File: config.mk
export PLATFORM = sky130hd
export DESIGN_NAME = llr_lrb_finder_seq
export DESIGN_NICKNAME = d
export VERILOG_FILES = /design/src/rtl/llr_lrb_finder_seq.sv
export SDC_FILE = /design/constraint.sdc
export NUM_CORES = 1
export LEC_CHECK = 0
export ABC_CLOCK_PERIOD_IN_PS = 3650
export BUFFER_PORTS_ARGS = -buffer_cell sky130_fd_sc_hd__buf_2
export CAP_MARGIN = 40
export CORE_ASPECT_RATIO = 0.75
export CORE_MARGIN = 2
export CORE_UTILIZATION = 45
export CTS_BUF_LIST = sky130_fd_sc_hd__clkbuf_2
export DETAILED_ROUTE_END_ITERATION = 7
export PLACE_DENSITY_LB_ADDON = 0.05
export RECOVER_POWER = 100
export SYNTH_ARGS = -nofsm -noshare
export SYNTH_HDL_FRONTEND = slang
export SYNTH_SLANG_ARGS = --single-unit
File: constraint.sdc
create_clock -name clk -period 3.65 [get_ports clk]
set_clock_uncertainty 0.1 [all_clocks]
set_input_delay 1.095 -clock clk [delete_from_list [all_inputs] [get_ports clk]]
set_output_delay 1.095 -clock clk [all_outputs]
set_load 0.05 [all_outputs]
File: src/rtl/llr_lrb_finder_seq.sv
// llr_lrb_finder_seq
// Scans one codeword of LLR magnitudes, one symbol per enabled cycle, and keeps
// the NUM_LRB smallest magnitudes together with their symbol indices. The
// result feeds Chase test-pattern generation in the soft BCH decoder.
//
// Ports:
//   clk            rising-edge clock
//   in_ctr_Arst_n  asynchronous active-low reset
//   in_ctr_start   one-cycle pulse, clears the slots and begins a scan
//   in_ctr_en      in_llr_mag is valid this cycle
//   in_llr_mag     magnitude of the current symbol
//   out_busy       scan in progress (COLLECT)
//   out_done       one-cycle pulse after the CW_LEN-th accepted symbol
//   out_lrb_mag    sorted magnitudes, slot 0 (LSB field) is the smallest
//   out_lrb_idx    symbol index of each slot; all-ones means "no entry"
module llr_lrb_finder_seq #(
    parameter int MAG_LEN = 3,
    parameter int CW_LEN  = 15,
    parameter int IDX_LEN = 4,
    parameter int NUM_LRB = 2
) (
    input  logic                       clk,
    input  logic                       in_ctr_Arst_n,
    input  logic                       in_ctr_start,
    input  logic                       in_ctr_en,
    input  logic [MAG_LEN-1:0]         in_llr_mag,
    output logic                       out_busy,
    output logic                       out_done,
    output logic [NUM_LRB*MAG_LEN-1:0] out_lrb_mag,
    output logic [NUM_LRB*IDX_LEN-1:0] out_lrb_idx
);

    localparam logic [IDX_LEN-1:0] LAST = IDX_LEN'(CW_LEN - 1);

    typedef enum logic [1:0] {IDLE, COLLECT, DONE, HOLD} state_t;

    state_t                             state, state_nxt;
    logic [IDX_LEN-1:0]                 cnt, cnt_nxt, cnt_base;
    logic [NUM_LRB-1:0][MAG_LEN-1:0]    mag_q, mag_nxt, mag_base;
    logic [NUM_LRB-1:0][IDX_LEN-1:0]    idx_q, idx_nxt, idx_base;
    logic [NUM_LRB-1:0]                 lt;
    logic                               accept;

    // Next-state, counter and insertion sort. A start pulse first reduces the
    // slots/counter to their cleared values ("base"), so a symbol arriving with
    // start is sorted into an empty table as index 0.
    always_comb begin
        state_nxt = state;
        mag_base  = mag_q;
        idx_base  = idx_q;
        cnt_base  = cnt;
        accept    = 1'b0;
        lt        = '0;

        if (in_ctr_start) begin
            state_nxt = COLLECT;
            mag_base  = '1;
            idx_base  = '1;
            cnt_base  = '0;
        end else if (state == DONE) begin
            state_nxt = HOLD;
        end

        accept  = in_ctr_en && (in_ctr_start || state == COLLECT);
        cnt_nxt = cnt_base;
        if (accept) begin
            cnt_nxt = cnt_base + 1'b1;
            if (cnt_base == LAST)
                state_nxt = DONE;
        end

        // Slots are sorted ascending, so lt is a thermometer code: the first
        // set bit is the insertion slot, later set bits take their lower
        // neighbour. Strict compare keeps the earlier index on ties.
        for (int i = 0; i < NUM_LRB; i++)
            lt[i] = in_llr_mag < mag_base[i];

        mag_nxt = mag_base;
        idx_nxt = idx_base;
        if (accept) begin
            if (lt[0]) begin
                mag_nxt[0] = in_llr_mag;
                idx_nxt[0] = cnt_base;
            end
            for (int i = 1; i < NUM_LRB; i++) begin
                if (lt[i]) begin
                    mag_nxt[i] = lt[i-1] ? mag_base[i-1] : in_llr_mag;
                    idx_nxt[i] = lt[i-1] ? idx_base[i-1] : cnt_base;
                end
            end
        end
    end

    always_ff @(posedge clk or negedge in_ctr_Arst_n) begin
        if (!in_ctr_Arst_n) begin
            state <= IDLE;
            cnt   <= '0;
            mag_q <= '1;
            idx_q <= '1;
        end else begin
            state <= state_nxt;
            cnt   <= cnt_nxt;
            mag_q <= mag_nxt;
            idx_q <= idx_nxt;
        end
    end

    // All outputs are decodes of flops; no input-to-output path.
    assign out_busy    = (state == COLLECT);
    assign out_done    = (state == DONE);
    assign out_lrb_mag = mag_q;
    assign out_lrb_idx = idx_q;

endmodule

-- Yosys cells after proc, flatten, opt, wreduce, memory -nomap -nowiden
Cells that the tools add are included.
- reduce and logical (&&, ||, !) cells: 2
- muxes and demuxes: 16
- order comparisons: 2
- add/sub/neg operators: 1
- equality and inequality tests: 3
- operators by type and width (cell ; count):
    two-way mux 4 bit ; 5
    two-way mux 8 bit ; 2
    two-way mux 6 bit ; 2
    two-way mux 3 bit ; 3
    two-way mux 2 bit ; 4
    < comparator 3 bit ; 2
    adder 4 x 1 -> 4 bit, second input constant ; 1
    == test 4 bit, second input constant ; 1
    == test 2 x 1 -> 1 bit, second input constant ; 1
    == test 2 bit, second input constant ; 1
    logical AND 1 bit ; 1
    logical OR 1 bit ; 1
- flip-flop bits (word level): 20
- word-level logic and storage cells: 30
- bits of input ports: 7

-- Logic depth before layout (Yosys ltp)
- depth after elaboration: 5
- gate-level depth with buffers: 10
- mapped depth without buffers: 6

-- Worst setup path before layout
No wires, ideal clock.
- path type: input -> register
- from: input in_ctr_start
- to: register mag_q (netlist bit out_lrb_mag[3])
- data arrival time: 3125 ps
- required time: 3467 ps
- path slack: 342 ps
- setup time: 83 ps
- cell stages on the path: 10
- path through: buf_6 > clkbuf_1 > clkbuf_1 > nor2_1 > ha_1 > o21ai_1 > a21oi_2 > or2_2 > buf_2 > o311a_1
- RTL lines (what ; line ; source):
    from (decl) ; 24 ; input logic in_ctr_start,
    to (signal assigned) ; 103 ; mag_q <= mag_nxt;
    to (decl) ; 39 ; logic [NUM_LRB-1:0][MAG_LEN-1:0] mag_q, mag_nxt, mag_base;

==> impl_metrics.ini <==
[run_status]
run_status = complete, no violations

[logic_synthesis]
synth_cells = 116
async_reset_ff_share_pct = 100
ys_seq_area_share_pct = 44.0
yosysTopAreaCell = dfstp_2
synthFlopType = dfstp_2
syn_area_sq_um = 1180
synth_top_area_share_pct = 31.3
synthTopCellsByArea = dfstp_2 (31%), dfrtp_1 (13%), ha_1 (8.5%)
avgSynthCellArea_sq_um = 10.1
synth_warnings = 0
synth_edf_count = 0
synth.net_count = 131
ys_types = 37
ys_ff_latch = 20

[floorplan]
die-area_sq_um = 3040
coreArea_sq_um = 2540
die_h_microns = 48.3
initial_core_util_pct = 46.3
io_pins = 23
row_count = 16
die_x_microns = 63.0

[critical_path]
crit_type = in -> reg
r2r_slack_ps = 1410
start_kind = input port
cp-end-kind = flop
critPathRequiredTime_ps = 3830
reg2regPathDepth = 6
r2r_end = out_lrb_mag[3]
rr_startpoint = out_lrb_mag[5]
arrival_ps = 3150
crit_fanout = 15

[clock_network]
cts_tree = built
cts_resized = 0
cts_max_path_buffers = 2
cts.clk_slew.worst_paths_ps = 190
cts_root_buffer = clkbuf_2
cts_buffers = 3
clock_sinks = 20
htree_levels = 1
post_cts_buffers = 0
holdBufCountCts = 0
insertion_delay_ps = 320

[global_route]
grt_pass1_wl_mm = 4.12
grt_util_all_layers_pct = 18.1
antenna_found_initial = 0
grt.overflow.total = 0
grt_pass1_vias = 851
grt_start_max_net_pins = 21

[finish]
drive_above_1_share_pct = 22.6
multi_input_area_sq_um = 588
diodes = 0
final_common_cell = clkbuf_1
ff_latch_area_sq_um = 518
final_cells = 173
fin_nets = 153
fillers = 276
syn_to_final_growth_pct = 9.26
final_cell_mix = clkbuf_1 (18), dfstp_2 (14), nor2_1 (13)

[place]
dp_hpwl_mm = 1.87
place.gp.congestion = 0.806
port_buffers = 22
place_inst = 169

[timing]
min_period_over_period_pct = 81.4
setup_violations = 0
fmax_ghz = 0.337
period_minus_slack_ps = 2970
worst_pin_slew_ps = 1070
rsz0062_at_grt = no
slew_headroom_pct = 28.5
drv_slew = 0
tns_ps = 0
hold_violations = 0

[routing]
vias = 915
dr.pass1.iters = 4
vias_per_cell = 5.29
drt-initial-drc-count = 26
drcViolationCount = 0
wl_per_cell_microns = 14.5
postRouteAntennaNets = 0
wirelength_mm = 2.51

[worst_hold_path]
hold_path_startpoint = out_lrb_idx[1]
hold_class = reg -> reg
hold_depth = 2
holdPathEnd = out_lrb_idx[1]

[power_and_ir_drop]
leakage_nw = 0.518
power_uw = 566
irDropWorstVdd_mv = 0.240
powerDensity_nw_per_um2 = 440

[flow_run]
max-cap-violations = 0
==> worst max-delay path: stages <==
cell      delay (ps)
buf_2            240
clkbuf_1         500
o21ai_0          440
or2_0            470
o311a_1          410
==> how the worst max path moves through the flow <==
stage / slack (ps) / start / cells past startpoint / end
2_1_floorplan: 340 / in_ctr_start / 10 / out_lrb_mag[3]
3_3_place_gp: 720 / in_ctr_start / 7 / out_lrb_mag[3]
3_5_place_dp: 690 / in_ctr_start / 7 / out_lrb_mag[3]
4_1_cts: 1060 / in_ctr_start / 7 / out_lrb_mag[3]
5_1_grt: 510 / in_ctr_start / 5 / out_lrb_mag[3]
6_report: 680 / in_ctr_start / 5 / out_lrb_mag[3]
==> layer usage <==
layer	vias up	global-route usage, %	share of wire [%]
met5	-	0	0
met4	0	2.67	0.44
met3	2	5.08	5.8
met2	24	26.4	40
met1	424	27.1	54
li1	465	-	-
==> report_power, final <==
part           switching [mW]  internal [mW]
Combinational           0.148         0.0468
Sequential             0.0156          0.264
Clock                  0.0671         0.0238
==> synth_stat cells (all sizes together), types with 3 or more instances <==
| library cell | n |
|---|---|
| a21oi | 8 |
| buf | 3 |
| clkbuf | 3 |
| dfrtp | 6 |
| dfstp | 14 |
| ha | 8 |
| inv | 6 |
| mux2i | 3 |
| nand2 | 3 |
| nand4 | 5 |
| nor2 | 13 |
| nor2b | 4 |
| nor4 | 4 |
| o21ai | 7 |
| o22ai | 5 |
| o31ai | 5 |
| or2 | 4 |
| xnor2 | 3 |
==> per-stage QoR <==
| stage | setup slack (ps) | hold slack, ps | cell area, sq um | utilization (%) |
|---|---|---|---|---|
| 6_report | 679 | 437 | 1280 | 50.5 |
| 5_1_grt | 507 | 471 | 1280 | 50.5 |
| 4_1_cts | 1060 | 439 | 1320 | 52.0 |
| 3_5_place_dp | 691 | 415 | 1300 | 51.3 |
| 3_3_place_gp | 720 | 423 | 1300 | 51.3 |
| 2_1_floorplan | 342 | 414 | 1180 | - |
==> final cells by class <==
cell class,instances,share of cell area [%]
Multi-Input combinational cell,84,45.8
Sequential cell,20,40.3
Timing Repair Buffer,23,7.21
Tap cell,36,3.51
Inverter,6,1.75
Clock buffer,3,1.17
Clock inverter,1,0.292
==> cells by family (layout without fill, tap and decap cells) <==
kind of cell	Yosys count	count (layout)	share of synthesized area [%]
and+or+nand+nor	37	37	17.7
DFF	20	20	44.0
AOI/OAI and AO/OA	32	32	18.8
buffers and inverters	12	33	4.89
xor gates and xnor gates	3	3	2.23
adders and majority gates	8	8	8.51
muxes	4	4	3.83
==> sequential cells by signal, indices dropped and copies added (netlist names) <==
| signal | cells |
|---|---|
| out_lrb_mag | 6 |
| out_lrb_idx | 8 |
| state | 2 |
| cnt | 4 |
No activity file was read; power rests on OpenSTA's default activity.
